$ cat config.mk
export PLATFORM = sky130hd
export DESIGN_NAME = shared_reg_arbiter
export DESIGN_NICKNAME = d
export VERILOG_FILES = /design/src/rtl/shared_reg_arbiter_pkg.sv /design/src/rtl/shared_reg_arbiter_rr_arbiter.sv /design/src/rtl/shared_reg_arbiter.sv
export SDC_FILE = /design/constraint.sdc
export NUM_CORES = 1
export LEC_CHECK = 0
export CAP_MARGIN = 15
export CORE_UTILIZATION = 39
export CTS_CLUSTER_SIZE = 10
export DETAILED_ROUTE_END_ITERATION = 10
export PLACE_DENSITY_LB_ADDON = 0.05
export SETUP_SLACK_MARGIN = 0.4
export SLEW_MARGIN = 5
export SYNTH_ARGS = -nofsm -noshare
export SYNTH_HDL_FRONTEND = slang
export SYNTH_HIERARCHICAL = 1
export SYNTH_SLANG_ARGS = --single-unit
export TNS_END_PERCENT = 20
$ cat constraint.sdc
create_clock -name clk -period 3.2 [get_ports clk]
set_input_delay 0.64 -clock clk [delete_from_list [all_inputs] [get_ports clk]]
set_output_delay 0.64 -clock clk [all_outputs]
set_load 0.05 [all_outputs]
$ cat src/rtl/shared_reg_arbiter_pkg.sv
// Shared definitions for the round-robin shared-register arbiter: default sizing,
// FSM encoding and a wrap-around index helper.
package shared_reg_arbiter_pkg;

  localparam int NUM_REQ_DEF  = 4;
  localparam int DATA_W_DEF   = 8;
  localparam int MAX_HOLD_DEF = 4;

  localparam int ID_W   = $clog2(NUM_REQ_DEF);
  // Wide enough for any hold cap up to 15.
  localparam int HOLD_W = 4;

  typedef logic [0:0] state_t;
  localparam state_t ST_ARB  = 1'b0;
  localparam state_t ST_LOCK = 1'b1;

  function automatic int unsigned wrap_inc(input int unsigned idx, input int unsigned n);
    return (idx + 1 >= n) ? 0 : idx + 1;
  endfunction

endpackage

$ cat src/rtl/shared_reg_arbiter_rr_arbiter.sv
// Combinational round-robin picker: grants the first set request at or after ptr,
// wrapping via a doubled request vector.
module rr_arbiter #(
  parameter int NUM_REQ = 4,
  parameter int PTR_W   = $clog2(NUM_REQ)
) (
  input  logic [NUM_REQ-1:0] req,
  input  logic [PTR_W-1:0]   ptr,
  output logic [NUM_REQ-1:0] gnt
);

  logic [2*NUM_REQ-1:0] dreq;
  logic [2*NUM_REQ-1:0] mask;
  logic [2*NUM_REQ-1:0] masked;
  logic [2*NUM_REQ-1:0] sel;

  always_comb begin
    dreq   = {req, req};
    mask   = {(2*NUM_REQ){1'b1}} << ptr;
    masked = dreq & mask;
    // Isolate the lowest set bit; the upper copy supplies the wrapped candidates.
    sel    = masked & (~masked + {{(2*NUM_REQ-1){1'b0}}, 1'b1});
    gnt    = sel[NUM_REQ-1:0] | sel[2*NUM_REQ-1:NUM_REQ];
  end

endmodule

$ cat src/rtl/shared_reg_arbiter.sv
// Shares one holding register among several requesters with round-robin
// arbitration and capped locked bursts.
module shared_reg_arbiter
  import shared_reg_arbiter_pkg::*;
#(
  parameter int NUM_REQ  = NUM_REQ_DEF,
  parameter int DATA_W   = DATA_W_DEF,
  parameter int MAX_HOLD = MAX_HOLD_DEF
) (
  input  logic                        clk,
  input  logic                        rst,
  input  logic [NUM_REQ-1:0]          req,
  input  logic [NUM_REQ-1:0]          lock,
  input  logic [NUM_REQ*DATA_W-1:0]   wdata,
  output logic [NUM_REQ-1:0]          gnt,
  output logic [DATA_W-1:0]           q,
  output logic [$clog2(NUM_REQ)-1:0]  q_src,
  output logic                        q_upd,
  output logic                        locked
);

  localparam int SRC_W = $clog2(NUM_REQ);

  state_t              state_reg;
  logic [SRC_W-1:0]    ptr_reg;
  logic [SRC_W-1:0]    owner_reg;
  logic [HOLD_W-1:0]   hold_reg;
  logic [DATA_W-1:0]   q_reg;
  logic [SRC_W-1:0]    q_src_reg;
  logic                q_upd_reg;

  logic [DATA_W-1:0]   lanes [NUM_REQ];
  logic [NUM_REQ-1:0]  rr_gnt;
  logic [NUM_REQ-1:0]  owner_oh;
  logic [SRC_W-1:0]    arb_ptr;
  logic [SRC_W-1:0]    owner_next;
  logic [SRC_W-1:0]    gnt_idx;
  logic [SRC_W-1:0]    gnt_next;
  logic [HOLD_W:0]     hold_inc;
  logic                owner_req;
  logic                release_now;
  logic                keep_lock;
  logic                xfer;

  genvar gi;
  generate
    for (gi = 0; gi < NUM_REQ; gi++) begin : g_lane
      assign lanes[gi] = wdata[gi*DATA_W +: DATA_W];
    end
  endgenerate

  assign owner_oh    = NUM_REQ'(1) << owner_reg;
  assign owner_req   = |(req & owner_oh);
  assign release_now = (state_reg == ST_LOCK) && !owner_req;
  assign owner_next  = SRC_W'(wrap_inc(32'(owner_reg), 32'(NUM_REQ)));
  // An owner dropping req hands the cycle straight to the next requester.
  assign arb_ptr     = release_now ? owner_next : ptr_reg;

  rr_arbiter #(
    .NUM_REQ (NUM_REQ),
    .PTR_W   (SRC_W)
  ) u_rr (
    .req (req),
    .ptr (arb_ptr),
    .gnt (rr_gnt)
  );

  always_comb begin
    gnt = '0;
    if (rst) begin
      if ((state_reg == ST_LOCK) && owner_req) gnt = owner_oh;
      else                                     gnt = rr_gnt;
    end
  end

  always_comb begin
    gnt_idx = '0;
    for (int i = 0; i < NUM_REQ; i++) begin
      if (gnt[i]) gnt_idx = SRC_W'(i);
    end
  end

  assign xfer      = |gnt;
  assign gnt_next  = SRC_W'(wrap_inc(32'(gnt_idx), 32'(NUM_REQ)));
  // A new owner after a release starts counting from zero.
  assign hold_inc  = {1'b0, (release_now ? {HOLD_W{1'b0}} : hold_reg)} + {{HOLD_W{1'b0}}, 1'b1};
  assign keep_lock = |(lock & gnt) && (hold_inc < (HOLD_W+1)'(MAX_HOLD));

  always_ff @(posedge clk) begin
    if (!rst) begin
      state_reg <= ST_ARB;
      ptr_reg   <= '0;
      owner_reg <= '0;
      hold_reg  <= '0;
      q_reg     <= '0;
      q_src_reg <= '0;
      q_upd_reg <= 1'b0;
    end else begin
      q_upd_reg <= xfer;
      if (xfer) begin
        q_reg     <= lanes[gnt_idx];
        q_src_reg <= gnt_idx;
        if (keep_lock) begin
          state_reg <= ST_LOCK;
          owner_reg <= gnt_idx;
          hold_reg  <= hold_inc[HOLD_W-1:0];
        end else begin
          state_reg <= ST_ARB;
          ptr_reg   <= gnt_next;
          hold_reg  <= '0;
        end
      end else if (release_now) begin
        state_reg <= ST_ARB;
        ptr_reg   <= owner_next;
        hold_reg  <= '0;
      end
    end
  end

  assign q      = q_reg;
  assign q_src  = q_src_reg;
  assign q_upd  = q_upd_reg;
  assign locked = (state_reg == ST_LOCK);

endmodule

# Word-level counts from Yosys, hierarchy flattened

Index checks and enable logic that the tools add are counted.

Input bits: 42
Register bits: 20

Shift-type cells: 2
Reductions and logical operators: 9
Eq/ne operators: 1
Order comparisons: 4
Add/subtract/negate cells: 4
Multiplexer cells: 19
Bitwise logic cells: 7

Operators with widths:

| cell                                                                          | number |
|---|---|
| 4-bit two-way mux                                                             | 5 |
| 8-bit AND                                                                     | 2 |
| 8-bit binary-select mux with 2-bit select                                     | 1 |
| 8-bit two-way mux                                                             | 2 |
| 2-bit two-way mux                                                             | 7 |
| 4-bit OR reduction                                                            | 3 |
| 3-bit greater-or-equal comparator (second input constant)                     | 3 |
| 8-bit by 1-bit adder with 8-bit output (second input constant)                | 1 |
| 4-bit AND                                                                     | 2 |
| 8-bit NOT                                                                     | 1 |
| 8-bit by 2-bit << shifter with 8-bit output (first input constant)            | 1 |
| 2-bit by 1-bit adder with 3-bit output (second input constant)                | 2 |
| 4-bit by 1-bit adder with 5-bit output (second input constant)                | 1 |
| 5-bit by 3-bit less-than comparator with 1-bit output (second input constant) | 1 |
| 1-bit two-way mux                                                             | 4 |
| 4-bit OR                                                                      | 1 |
| 1-bit by 2-bit << shifter with 4-bit output (first input constant)            | 1 |
| 1-bit logical AND                                                             | 3 |
| 2-bit NOT with 3-bit output                                                   | 1 |
| 2-bit != test (second input constant)                                         | 1 |
| 2-bit AND reduction                                                           | 1 |
| 2-bit nonzero test                                                            | 1 |
| 1-bit zero test                                                               | 1 |

# Logic depth before layout (Yosys ltp)

Depth after elaboration: 22
Mapped depth: 17
Gate-level depth less buffers: 15

# Modules after synthesis

Netlist, hierarchy kept.

By module, submodules not included:

| module             | area each (um^2) | times used | cells each |
|---|---|---|---|
| shared_reg_arbiter | 1,373.8          | 1          | 161 |
| rr_arbiter         | 107.6            | 1          | 16 |

# Worst setup path after synthesis

OpenSTA, ideal clock, no wires.

Path kind: flip-flop to output port
Start: reg owner_reg[0]
End: out gnt[3]
Slack: -240 ps
Cell stages (with the launch flop): 13
Buffers on the path: 1
Arrival time: 2,800 ps
Cells stage by stage: dfxtp_1 > inv_1 > ha_1 > a22o_1 > nor2_1 > nand2_1 > mux2_2 > inv_2 > a21oi_1 > o221a_1 > nand2_1 > mux2i_1 > clkbuf_1

Cells in the longest elaborated chain, start to end: 14
Elaborated cells on any way between the ends: 18
Those cells by class: add/sub (2); order compare (1); shift (2); mux (4); bitwise (5); reduce/logical (4)

RTL lines:

| what                                                                                           | RTL line                            | source |
|---|---|---|
| start, declared                                                                                | shared_reg_arbiter.sv:26            | `logic [SRC_W-1:0] owner_reg;` |
| start signal, assigned                                                                         | shared_reg_arbiter.sv:105           | `owner_reg <= gnt_idx;` |
| parallel branches: the longest is 5 deep, another holds 2-bit by 1-bit adder with 3-bit output | --                                  |  |
| 2-bit two-way mux *                                                                            | --                                  |  |
| via arb_ptr[1]                                                                                 | shared_reg_arbiter.sv:35            | `logic [SRC_W-1:0] arb_ptr;` |
| 8-bit by 2-bit << shifter with 8-bit output *                                                  | shared_reg_arbiter_rr_arbiter.sv:19 | `mask = {(2*NUM_REQ){1'b1}} << ptr;` |
| 8-bit AND *                                                                                    | shared_reg_arbiter_rr_arbiter.sv:20 | `masked = dreq & mask;` |
| 8-bit NOT                                                                                      | shared_reg_arbiter_rr_arbiter.sv:22 | `sel = masked & (~masked + {{(2*NUM_REQ-1){1'b0}}, 1'b1});` |
| 8-bit by 1-bit adder with 8-bit output                                                         | shared_reg_arbiter_rr_arbiter.sv:22 |  |
| 8-bit AND *                                                                                    | shared_reg_arbiter_rr_arbiter.sv:22 |  |
| 4-bit OR *                                                                                     | shared_reg_arbiter_rr_arbiter.sv:23 | `gnt = sel[NUM_REQ-1:0] \| sel[2*NUM_REQ-1:NUM_REQ];` |
| via rr_gnt[3]                                                                                  | shared_reg_arbiter.sv:33            | `logic [NUM_REQ-1:0] rr_gnt;` |
| 4-bit two-way mux *                                                                            | shared_reg_arbiter.sv:71            | `if ((state_reg == ST_LOCK) && owner_req) gnt = owner_oh;` |
| 4-bit two-way mux *                                                                            | shared_reg_arbiter.sv:70            | `if (rst) begin` |
| end, declared                                                                                  | shared_reg_arbiter.sv:15            | `output logic [NUM_REQ-1:0] gnt,` |

Mark *: on every way through the listed nets, which the timed path passes.

# Worst setup path in the final report

Start: in req[0]
End: out gnt[3]

Cells in the longest elaborated chain, start to end: 13
Elaborated cells on any way between the ends: 14
Those cells by class: add/sub (1); shift (1); mux (3); bitwise (5); reduce/logical (4)

RTL lines:

| what                                          | RTL line                            | source |
|---|---|---|
| start, declared                               | shared_reg_arbiter.sv:12            | `input logic [NUM_REQ-1:0] req,` |
| 4-bit AND *                                   | shared_reg_arbiter.sv:53            | `assign owner_req = \|(req & owner_oh);` |
| 4-bit OR reduction *                          | shared_reg_arbiter.sv:53            |  |
| 1-bit zero test *                             | shared_reg_arbiter.sv:54            | `assign release_now = (state_reg == ST_LOCK) && !owner_req;` |
| 1-bit logical AND *                           | shared_reg_arbiter.sv:54            |  |
| 2-bit two-way mux *                           | --                                  |  |
| via arb_ptr[1]                                | shared_reg_arbiter.sv:35            |  |
| 8-bit by 2-bit << shifter with 8-bit output * | shared_reg_arbiter_rr_arbiter.sv:19 |  |
| 8-bit AND *                                   | shared_reg_arbiter_rr_arbiter.sv:20 |  |
| 8-bit NOT                                     | shared_reg_arbiter_rr_arbiter.sv:22 |  |
| 8-bit by 1-bit adder with 8-bit output        | shared_reg_arbiter_rr_arbiter.sv:22 |  |
| 8-bit AND *                                   | shared_reg_arbiter_rr_arbiter.sv:22 |  |
| 4-bit OR *                                    | shared_reg_arbiter_rr_arbiter.sv:23 |  |
| via rr_gnt[3]                                 | shared_reg_arbiter.sv:33            |  |
| 4-bit two-way mux *                           | shared_reg_arbiter.sv:71            |  |
| 4-bit two-way mux *                           | shared_reg_arbiter.sv:70            |  |

Mark *: on every way through the listed nets, which the timed path passes. The rest lies on a longest branch.

==> qor.yml <==
clock_tree:
  insertion_delay_ns: 0.26
  cts.sinks: 20
  cts_tree: "done"
  h-tree-depth: 1
  path_clk_slew_ns: 0.07
  clockBufferDepth: 2
  cts_buffers: 3
  cts-root-buf: "clkbuf_8"
placed_design:
  gp_congestion: 0.8920
  dpl.hpwl_um: 3581
  dp.cells: 298
  place_ws_ns: -0.2947
  portBuffers: 57
timing:
  tightest_slew_ns: 0.5481
  max-slew-margin-rel: 0.6335
  finalSetupViolCount: 3
  finalMaxSlewViolations: 0
  fin_crit_ns: 3.260
  setup_slack_ns: -0.06016
  max_freq_mhz: 306.7
  finalClockSkew_ns: 0.005289
  finalSetupTns_ns: -0.1109
  fin_crit_sh: 1.019
  final_hold_viol_count: 0
  rsz0062_at_grt: "yes"
synthesis:
  synth.area.top_cells: "dfxtp_1 (27%), mux2i_1 (6.1%), a211o_1 (5.3%)"
  postSynthNetCount: 223
  synth.avg_cell_area_um2: 8.370
  synth_top_area_frac: 0.2703
  synth_mux_area_frac: 0.1368
  synth-main-ff-cell: "dfxtp_1"
  yosys_warnings: 6
  yosysSeqAreaShare: 0.2703
  synthAdderAreaFrac: 0.03378
  syn_area_mm2: 0.001481
  synth_area_leader_cell: "dfxtp_1"
  synth-compound-area-share: 0.2998
  synthSimpleGateAreaFrac: 0.1926
  synth_top_family_by_area: "compound AO/OA/AOI/OAI gates"
  synthXorXnorAreaFrac: 0
  syn_inst: 177
  synth_edf_count: 0
  ys_types: 42
  async_reset_ff_frac: 0
  synth.ff_latch_count: 20
setup_path:
  reg2reg_from: "owner_reg[1]"
  crit_required_ns: 2.56
  crit_cells: 12
  startpoint_type: "input port"
  r2r_cells: 17
  rrSetupSlack_ns: 0.11
  max_stage_delay_ns: 0.28
  crit_path_end_kind: "primary output"
  crit_family: "buffers and inverters"
  crit_chain: "dlygate4sd2_1 -> a22o_4 -> nor2_4 -> nand2_2 -> mux2_4 -> inv_2 -> a21oi_2 -> o221a_1 -> nand2_1 -> mux2i_2 -> buf_4 -> buf_12"
  cp_max_fo: 7
  cp.buffers_inverters: 4
  worst_path_max_delay_cell: "mux2_4"
  r2r-end: "ptr_reg[1]"
  cp_data_arrival_time_ns: 2.62
  worstSetupPathType: "input port to primary output"
detailed_routing:
  num_vias: 1729
  wl_per_cell_um: 15.46
  drtIter0Drc: 70
  ant_nets: 0
  routed_wl_um: 4933
  vias_per_cell: 5.420
  firstDrtPassIters: 4
  drc: 0
die:
  fp.dieArea_mm2: 0.004049
  start_util: 0.4046
  row_count: 22
  die_w_um: 63.63
  fp.dieH_um: 63.63
  core_mm2: 0.003661
  io_pins: 58
hold_path:
  min_path_cells: 2
  hold_start: "q_src[1]"
  whs_endpoint: "q_src[1]"
  hold_class: "register to register"
global_route:
  grtUsageTotal: 0.2522
  grt_max_degree: 20
  grt_antenna_before_repair: 0
  grt_pass1_vias: 1716
  grt_pass1_wl_um: 7990
  grt-ovfl-total: 0
pwr:
  p_leak_nw: 1.106
  p_per_area_mw_per_mm2: 872.2
  ir_worst_vdd_uv: 558.3
status:
  status: "finished with violations"
  violations: "negative setup slack"
finish:
  largest_register_ffs: 8
  mostFrequentLayoutCells: "clkdlybuf4s50_1 (49), buf_4 (38), nand2_1 (19)"
  final_nets: 318
  stdcell_count: 319
  diodes: 0
  layout_commonest_cell: "clkdlybuf4s50_1"
  synthToLayoutAreaGrowth_pct: 80.32
  final_util: 0.7297
  drive_gt1_frac: 0.3616
job:
  cap_violations: 0
## how the worst max path moves through the flow
stage                 start      to
5_1_grt        owner_reg[1]  gnt[3]
2_1_floorplan        req[1]    q[7]
4_1_cts        owner_reg[0]  gnt[3]
6_report             req[0]  gnt[3]
3_5_place_dp         req[1]  gnt[3]
3_3_place_gp         req[1]  gnt[3]
## cells in the mapped netlist (4+ instances only)
cell      count
mux2_2        4
nand3_1      10
inv_1         6
dfxtp_1      20
a21oi_1      14
a211oi_1      4
mux2i_1       9
ha_1          4
nand2_1      21
a211o_1       9
buf_6         4
a31oi_1       7
and2_1        4
nor2_1       16
## layout make-up
cell class / count / area, µm²
Sequential cell: 20 / 407.9
Multi-Input combinational cell: 139 / 1145
Fill cell: 300 / 989.7
Tap cell: 48 / 60.06
Clock buffer: 4 / 55.05
Inverter: 8 / 42.54
Timing Repair Buffer: 100 / 960.9
## worst min-delay path, stage by stage (launching register included)
cell and delay (ns):
dfxtp_1 0.32, nand2b_1 0.06, a21oi_1 0.06
## power by group
part | total, W | switching [W] | internal, W
Clock | 0.000189 | 0.0000796 | 0.000109
Combinational | 0.00168 | 0.000882 | 0.000800
Sequential | 0.000460 | 0.000100 | 0.000359
Total | 0.00233 | 0.00106 | 0.00127
## per-layer routing
metal | part of all wire | vias up | track usage
li1 | - | 847 | -
met2 | 0.53 | 49 | 0.4920
met4 | 0.010 | 0 | 0.03693
met5 | 0 | - | 0
met1 | 0.41 | 827 | 0.2771
met3 | 0.048 | 6 | 0.05435
## cell families (layout without fill, tap and decap cells)
kind of cell,Yosys count,count (layout)
simple gates,60,60
compound gates,58,58
flops,20,20
buf+inv,18,112
mux,17,17
fa+ha+maj,4,4
## what timing repair did
item                       CTS  global route
hold buffers                 0             0
resized for setup           37             9
pin swaps                   16             6
setup endpoints to repair   24            24
buffers inserted            14             3
## per-stage QoR
step,cell area (µm²),hold WS [ns],power [W]
after floorplan,1523,0.4254,0.001355
after global placement,2331,0.4685,0.001848
after detailed placement,2331,0.4702,0.001861
after CTS,2606,0.4825,0.002244
after global routing,2671,0.5126,0.002450
final,2671,0.4780,0.002330
Power figures use the tool's default switching activity.
